==> src/rtl/cpu_types_pkg.sv <==
// Shared CPU type definitions used by the pipeline control logic.
package cpu_types_pkg;

   localparam int unsigned REG_W = 5;
   localparam logic [REG_W-1:0] REG_ZERO = 5'd0;

   // Pipeline hazard controller states
   typedef enum logic [1:0] {
      HZ_RUN,
      HZ_MEMWAIT,
      HZ_HALTED
   } hz_state_t;

   // Latch enable / flush strobes, one bundle per cycle
   typedef struct packed {
      logic pc_en;
      logic ifid_en;
      logic ifid_flush;
      logic idex_en;
      logic idex_flush;
      logic exmem_en;
      logic memwb_en;
   } hz_ctrl_t;

   // Full advance: every latch enabled, nothing flushed
   function automatic hz_ctrl_t hz_advance();
      hz_ctrl_t c;
      c            = '0;
      c.pc_en      = 1'b1;
      c.ifid_en    = 1'b1;
      c.idex_en    = 1'b1;
      c.exmem_en   = 1'b1;
      c.memwb_en   = 1'b1;
      return c;
   endfunction

endpackage

==> src/rtl/hazard_ctrl.sv <==
// Pipeline control: latch enables/flushes, load-use bubbles, miss freezes,
// redirect flushes (held across fetch stalls) and halt retirement.
module hazard_ctrl
   import cpu_types_pkg::*;
#(
   parameter int unsigned CNT_W = 16
) (
   input  logic             CLK,
   input  logic             nRST,
   input  logic             ihit,
   input  logic             dhit,
   input  logic [4:0]       ifid_rs,
   input  logic [4:0]       ifid_rt,
   input  logic             ifid_uses_rt,
   input  logic             idex_dREN,
   input  logic [4:0]       idex_wsel,
   input  logic             exmem_dREN,
   input  logic             exmem_dWEN,
   input  logic             redirect_ex,
   input  logic             halt_wb,
   output logic             pc_en,
   output logic             ifid_en,
   output logic             ifid_flush,
   output logic             idex_en,
   output logic             idex_flush,
   output logic             exmem_en,
   output logic             memwb_en,
   output logic             halted,
   output logic [CNT_W-1:0] stall_count
);

   hz_state_t        state, state_n;
   logic             redir_pend, redir_pend_n;
   logic             halted_q;
   logic [CNT_W-1:0] cnt_q;
   hz_ctrl_t         ctrl;
   logic             mem_busy;
   logic             load_use;
   logic             redir;

   // Hazard conditions seen this cycle
   always_comb begin
      mem_busy = (exmem_dREN | exmem_dWEN) & ~dhit;
      load_use = idex_dREN & (idex_wsel != REG_ZERO) &
                 ((idex_wsel == ifid_rs) | (ifid_uses_rt & (idex_wsel == ifid_rt)));
      redir    = redirect_ex | redir_pend;
   end

   // State, pending-redirect and halt flag registers
   always_ff @(posedge CLK or negedge nRST) begin
      if (!nRST) begin
         state      <= HZ_RUN;
         redir_pend <= 1'b0;
         halted_q   <= 1'b0;
      end else begin
         state      <= state_n;
         redir_pend <= redir_pend_n;
         halted_q   <= (state_n == HZ_HALTED);
      end
   end

   // Next state and latch strobes; a miss cycle that completes (dhit) falls
   // through to the normal RUN rules
   always_comb begin
      state_n      = state;
      redir_pend_n = redir_pend;
      ctrl         = '0;
      unique case (state)
         HZ_HALTED: begin
            state_n = HZ_HALTED;
         end
         default: begin
            if (mem_busy) begin
               state_n = HZ_MEMWAIT;
            end else begin
               state_n = HZ_RUN;
               if (!ihit) begin
                  if (redirect_ex) redir_pend_n = 1'b1;
               end else if (redir) begin
                  ctrl            = hz_advance();
                  ctrl.ifid_flush = 1'b1;
                  ctrl.idex_flush = 1'b1;
                  redir_pend_n    = 1'b0;
               end else if (load_use) begin
                  ctrl            = hz_advance();
                  ctrl.pc_en      = 1'b0;
                  ctrl.ifid_en    = 1'b0;
                  ctrl.idex_flush = 1'b1;
               end else begin
                  ctrl = hz_advance();
               end
            end
            if (halt_wb) state_n = HZ_HALTED;
         end
      endcase
   end

   // Saturating count of cycles where the PC did not advance
   always_ff @(posedge CLK or negedge nRST) begin
      if (!nRST) begin
         cnt_q <= '0;
      end else if ((state != HZ_HALTED) && !ctrl.pc_en && (cnt_q != {CNT_W{1'b1}})) begin
         cnt_q <= cnt_q + CNT_W'(1);
      end
   end

   assign pc_en       = ctrl.pc_en;
   assign ifid_en     = ctrl.ifid_en;
   assign ifid_flush  = ctrl.ifid_flush;
   assign idex_en     = ctrl.idex_en;
   assign idex_flush  = ctrl.idex_flush;
   assign exmem_en    = ctrl.exmem_en;
   assign memwb_en    = ctrl.memwb_en;
   assign halted      = halted_q;
   assign stall_count = cnt_q;

endmodule

==> config.mk <==
export PLATFORM = sky130hd
export DESIGN_NAME = hazard_ctrl
export DESIGN_NICKNAME = d
export VERILOG_FILES = /design/src/rtl/cpu_types_pkg.sv /design/src/rtl/hazard_ctrl.sv
export SDC_FILE = /design/constraint.sdc
export NUM_CORES = 1
export LEC_CHECK = 0
export ABC_AREA = 1
export BUFFER_PORTS_ARGS = -buffer_cell sky130_fd_sc_hd__buf_2
export CAP_MARGIN = 20
export CORE_UTILIZATION = 50
export DETAILED_ROUTE_END_ITERATION = 7
export GPL_TIMING_DRIVEN = 0
export PLACE_DENSITY = 0.79
export RECOVER_POWER = 100
export SETUP_SLACK_MARGIN = 0.02
export SKIP_LAST_GASP = 1
export SLEW_MARGIN = 20
export SYNTH_ARGS = -nofsm -noshare
export SYNTH_HDL_FRONTEND = slang
export SYNTH_SLANG_ARGS = --single-unit
==> constraint.sdc <==
create_clock -name CLK -period 1.8 [get_ports CLK]
set_input_delay 0.18 -clock CLK [delete_from_list [all_inputs] [get_ports CLK]]
set_output_delay 0.18 -clock CLK [all_outputs]
set_load 0.05 [all_outputs]
After elaboration in Yosys (flattened, before gate mapping)
Index checks and enable logic that the tools add are counted.
W data, S select, Z words.
{"block": "word_totals", "reg_bits": 20, "inputBits": 25, "out_inout_bits": 24, "elab_cells": 39}
{"block": "op_classes", "n_addsub": 1, "eq_ne": 7, "n_mux": 11, "bitwise_logic": 10, "n_reduce_logical": 6}
{"cell": "$mux W7", "n": 5}
{"cell": "$add A16 B1 Y16 const B", "n": 1}
{"cell": "$ne A16 B16 Y1 const B", "n": 1}
{"cell": "$eq A5 B5 Y1", "n": 2}
{"cell": "$reduce_bool A5 Y1", "n": 1}
{"cell": "$and A1 B1 Y1", "n": 4}
{"cell": "$eq A2 B2 Y1 const B", "n": 2}
{"cell": "$mux W1", "n": 4}
{"cell": "$mux W2", "n": 2}
{"cell": "$reduce_and A4 Y1", "n": 1}
{"cell": "$not A1 Y1", "n": 3}
{"cell": "$or A1 B1 Y1", "n": 3}
{"cell": "$logic_and A1 B1 Y1", "n": 2}
{"cell": "$ne A2 B1 Y1 const B", "n": 1}
{"cell": "$ne A2 B2 Y1 const B", "n": 1}
{"cell": "$reduce_bool A2 Y1", "n": 1}
{"cell": "$logic_not A1 Y1", "n": 1}

Longest topological paths before layout
{"block": "depth", "word_depth": 12, "ltp_mapped": 12, "ltp_nobuf": 11}

Worst setup path before layout
OpenSTA, ideal clock, no wires.
{"block": "synth_timing", "kind": "register -> output", "startpoint": "register state[1]", "endpoint": "output pc_en", "t_arrival_ns": 1.735, "t_required_ns": 1.620, "path_slack_ns": -0.115, "stages_incl_launch_ff": 9, "path_buffers": 1, "path_cell_list": "dfrtp_1 > inv_1 > nor2_1 > clkinv_1 > nand2_1 > inv_1 > nand2_1 > inv_1 > buf_4"}
{"block": "synth_via", "elab_chain_cells": 2}
{"item": "from (decl)", "line_no": "hazard_ctrl.sv:32", "source": "hz_state_t state, state_n;"}
{"item": "from (signal assigned)", "line_no": "hazard_ctrl.sv:56", "source": "state <= state_n;"}
{"item": "$eq A2 B2 Y1", "line_no": "hazard_ctrl.sv:68", "source": "unique case (state)"}
{"item": "$mux W7", "line_no": "hazard_ctrl.sv:68"}
{"item": "to (decl)", "line_no": "hazard_ctrl.sv:21", "source": "output logic pc_en,"}
No other way between the ends.

Worst setup path in the final report
{"block": "layout_timing", "startpoint": "register state[0]", "endpoint": "output pc_en"}
The elaborated chain is that of the path after synthesis.

==> results by group <==
Global routing
  • Total track usage: a little over a fifth
  • Initial antenna violation count: 0
  • Largest net degree at the start of global routing: 21
  • Vias in the first global route: between 1000 and 1500
  • Overflow after GRT: 0
  • Wire length of the first global-routing pass: 5.368 mm

STA
  • Setup WS post-layout: roughly 130 ps
  • Max Slew Vio Count: 0
  • RSZ-0062 raised after global routing: false
  • Hold slack: 80.63 ps
  • Setup tns final: 0 ps
  • Worst slew pin tran: 1102 ps
  • Hold Vio Cnt, Final: 0
  • Max_slew headroom: around a quarter
  • Max Freq: ~600 MHz
  • Clk_skew: between 4 and 5 ps
  • Clock period minus worst slack: roughly 1700 ps
  • Final Setup Violations: 0
  • Period utilization: 92.86%

Synth
  • Post-Synth Adder-Cell Area: 0.8496%
  • Commonest cells post-synth: 75 x nand2_1, 23 x inv_1, 23 x nor2_1
  • Synth area leader: dfrtp_1
  • FF+latch count, synth: 20
  • Post-synthesis compound-gate area fraction: between 1 and 1.5%
  • Most used DFF post-synth: dfrtp_1
  • Avg Cell Area, Syn: around 6.8 um2
  • Synth Warn #: 0
  • Most common cell in the netlist: nand2_1
  • Synthesized area: about 1500 um2
  • Sequential-to-total area share from yosys stat: between 30 and 40%
  • Mux cell area share after synthesis: 0%
  • Syn_nets: approximately 240
  • Post-synth EDFFs: 0
  • Synth top area cells: dfrtp_1 34%, nand2_1 19%, nand4_1 7.6%, inv_1 5.9%, nor2_1 5.9%
  • Post-synthesis async set-or-reset flop share: 100.0%
  • Post-synth top area share: around a third
  • XOR/XNOR Fraction of Synth Area: 5.353%
  • Post-synth cell types: 31
  • Cells after synthesis: ~220
  • Main combinational cell family by area after synthesis: simple AND/OR/NAND/NOR gates
  • Simple-gate share of the synthesized area: 45.62%

Placed design
  • DP Cell Count: just under 300
  • Post-Place Setup Slack: around 190 ps
  • Gpl congestion: ~0.84
  • Detailed Place HPWL: between 2 and 2.5 mm
  • IO Port Bufs: between 40 and 50

Critical path
  • Critical Path End Type: output port
  • Slowest stage delay, CP: 410 ps
  • Worst EP arrival: about 1500 ps
  • R2R Setup Slk: 160 ps
  • Top cell by count, worst path: clkinvlp_4
  • Worst Path Required: 1620 ps
  • CP startpoint kind: flop
  • Reg-to-Reg End: stall_count[9]
  • Worst Setup Path Type: flop to output port
  • R2R depth: 9
  • Critical-path cell list: nor2_4 > inv_4 > nand2_4 > clkinvlp_4 > nand2_2 > clkinvlp_4 > buf_8 > buf_6
  • Slowest cell on the critical path: dfrtp_1
  • Reg2reg start: stall_count[0]
  • Crit Path Max Fanout: 3
  • Critical path origin: state[0]

Finish
  • Fraction of layout cells with a size suffix above 1: approximately a quarter
  • Post-route insts no fill: slightly above 300
  • Area added between synthesis and finish: 24.30%
  • Final-stage net count: 298
  • Ant diodes: 0

Pwr
  • Static leakage: ~0.96 nW
  • VDD IR max: roughly 0.65 mV
  • Power Density: a little over 500 nW/um2

Floorplanning
  • # IOs: 49
  • DIE AREA: between 3000 and 4000 um2
  • Die X: roughly 56 um
  • # rows: 19
  • Die Height: between 50 and 60 um
  • Core Footprint: ~2800 um2
  • Initial Util: 52.95%

Routing
  • Starting DRT DRC Count: 39
  • DRT antenna net count: 0
  • DRT Wirelength: a little over 3 mm
  • Drt first pass iters: 4
  • Via count: between 1000 and 1500
  • Number of remaining DRC errors: 0
  • Wire per inst: 10.23 um
  • Vias per cell: between 4 and 5

Clocking
  • Clk slew on worst S/H paths: ~110 ps
  • CTS Sinks: 20
  • CTS tree: done
  • Max Root-Sink Buffers: 2
  • H-tree depth: 1
  • Insertion delay to the later sink of the worst-skew pair: just over 300 ps
  • CTS Root Cell: clkbuf_4
  • Cts bufs inserted: 3

Flow run
  • Max Cap Viol: 0

Worst hold path
  • Worst Hold Endpoint: halted
  • Hold_sp: halt_wb
  • Hold Path Depth: 2
  • Worst hold path type: primary input to flop

Status
  • Status: finished clean
## report_power, final
| group | total (mW) | internal, mW | leakage [nW] | switching [mW] |
|---|---|---|---|---|
| sequential | 0.493 | 0.473 | 0.262 | 0.0206 |
| clock | 0.225 | 0.0866 | 0.0150 | 0.138 |
| combinational | 0.223 | 0.0724 | 0.678 | 0.151 |
## kinds of logic after synthesis
group / after synthesis
compound gates: 3
xor+xnor: 9
fa+ha+maj: 1
buf+inv: 40
flops: 20
simple gates: 142
## flip-flops by register name, summed over array words and instances (netlist names)
signal,cells
state,2
stall_count,16
redir_pend,1
halted,1
## through the flow
step | power (mW) | instance area, um2 | util, %
final | 0.9413 | 1831 | 65.81
after global placement | 0.7209 | 1783 | 64.10
after CTS | 0.9506 | 1848 | 66.44
after floorplan | 0.6507 | 1504 | -
after detailed placement | 0.7268 | 1783 | 64.10
after global routing | 0.9963 | 1831 | 65.81
## how the worst max path moves through the flow
stage	end
floorplan	pc_en
global placement	stall_count[8]
detailed placement	pc_en
CTS	memwb_en
global route	idex_en
finish	pc_en
## repair_timing
action                                  CTS  global route
cloned                                    0             0
endpoints found under the hold margin    20             0
pin swaps                                 1             1
endpoints found under the setup margin    2             4
buffers inserted                          3             0
hold buffers                              1             0
gates resized for setup                   2             7
## layout by cell type, fill, tap and decap left out, types with 2 or more instances in the layout
cell type    n
clkbuf_4     4
nand4_1     18
nor2_1      21
clkinvlp_4   2
dfrtp_1     18
xor2_1       5
nor3_2       3
inv_2        6
nand2_4      2
buf_4        5
xnor2_1      4
nor2_2       3
or2_2        2
inv_1       22
dfrtp_2      2
nand2_2      2
nand3_1     11
nand2_1     73
buf_2       25
clkbuf_1    21
clkbuf_2     4
buf_6        2
## worst max-delay path: cells and delay by family, from the launching register on
kind                   cells  cell delay [ps]
buffers and inverters      5              490
DFF                        1              410
and+or+nand+nor            3              290
## layer usage
layer	routed length (um)	up-vias	GRT usage [%]
li1	-	783	-
met1	1510	663	30.62
met2	1387	36	32.99
met3	165	4	3.687
met4	25	0	5.226
met5	0	-	0
## final cells by class
type                            instances  area [um2]
Clock buffer                            4       26.28
Buffer                                  8       78.83
Fill cell                             266       950.9
Tap cell                               31       38.79
Timing Repair Buffer                   52       254.0
Multi-Input combinational cell        155       799.5
Sequential cell                        20       503.0
Inverter                               32       130.1
Power figures use the tool's default switching activity.
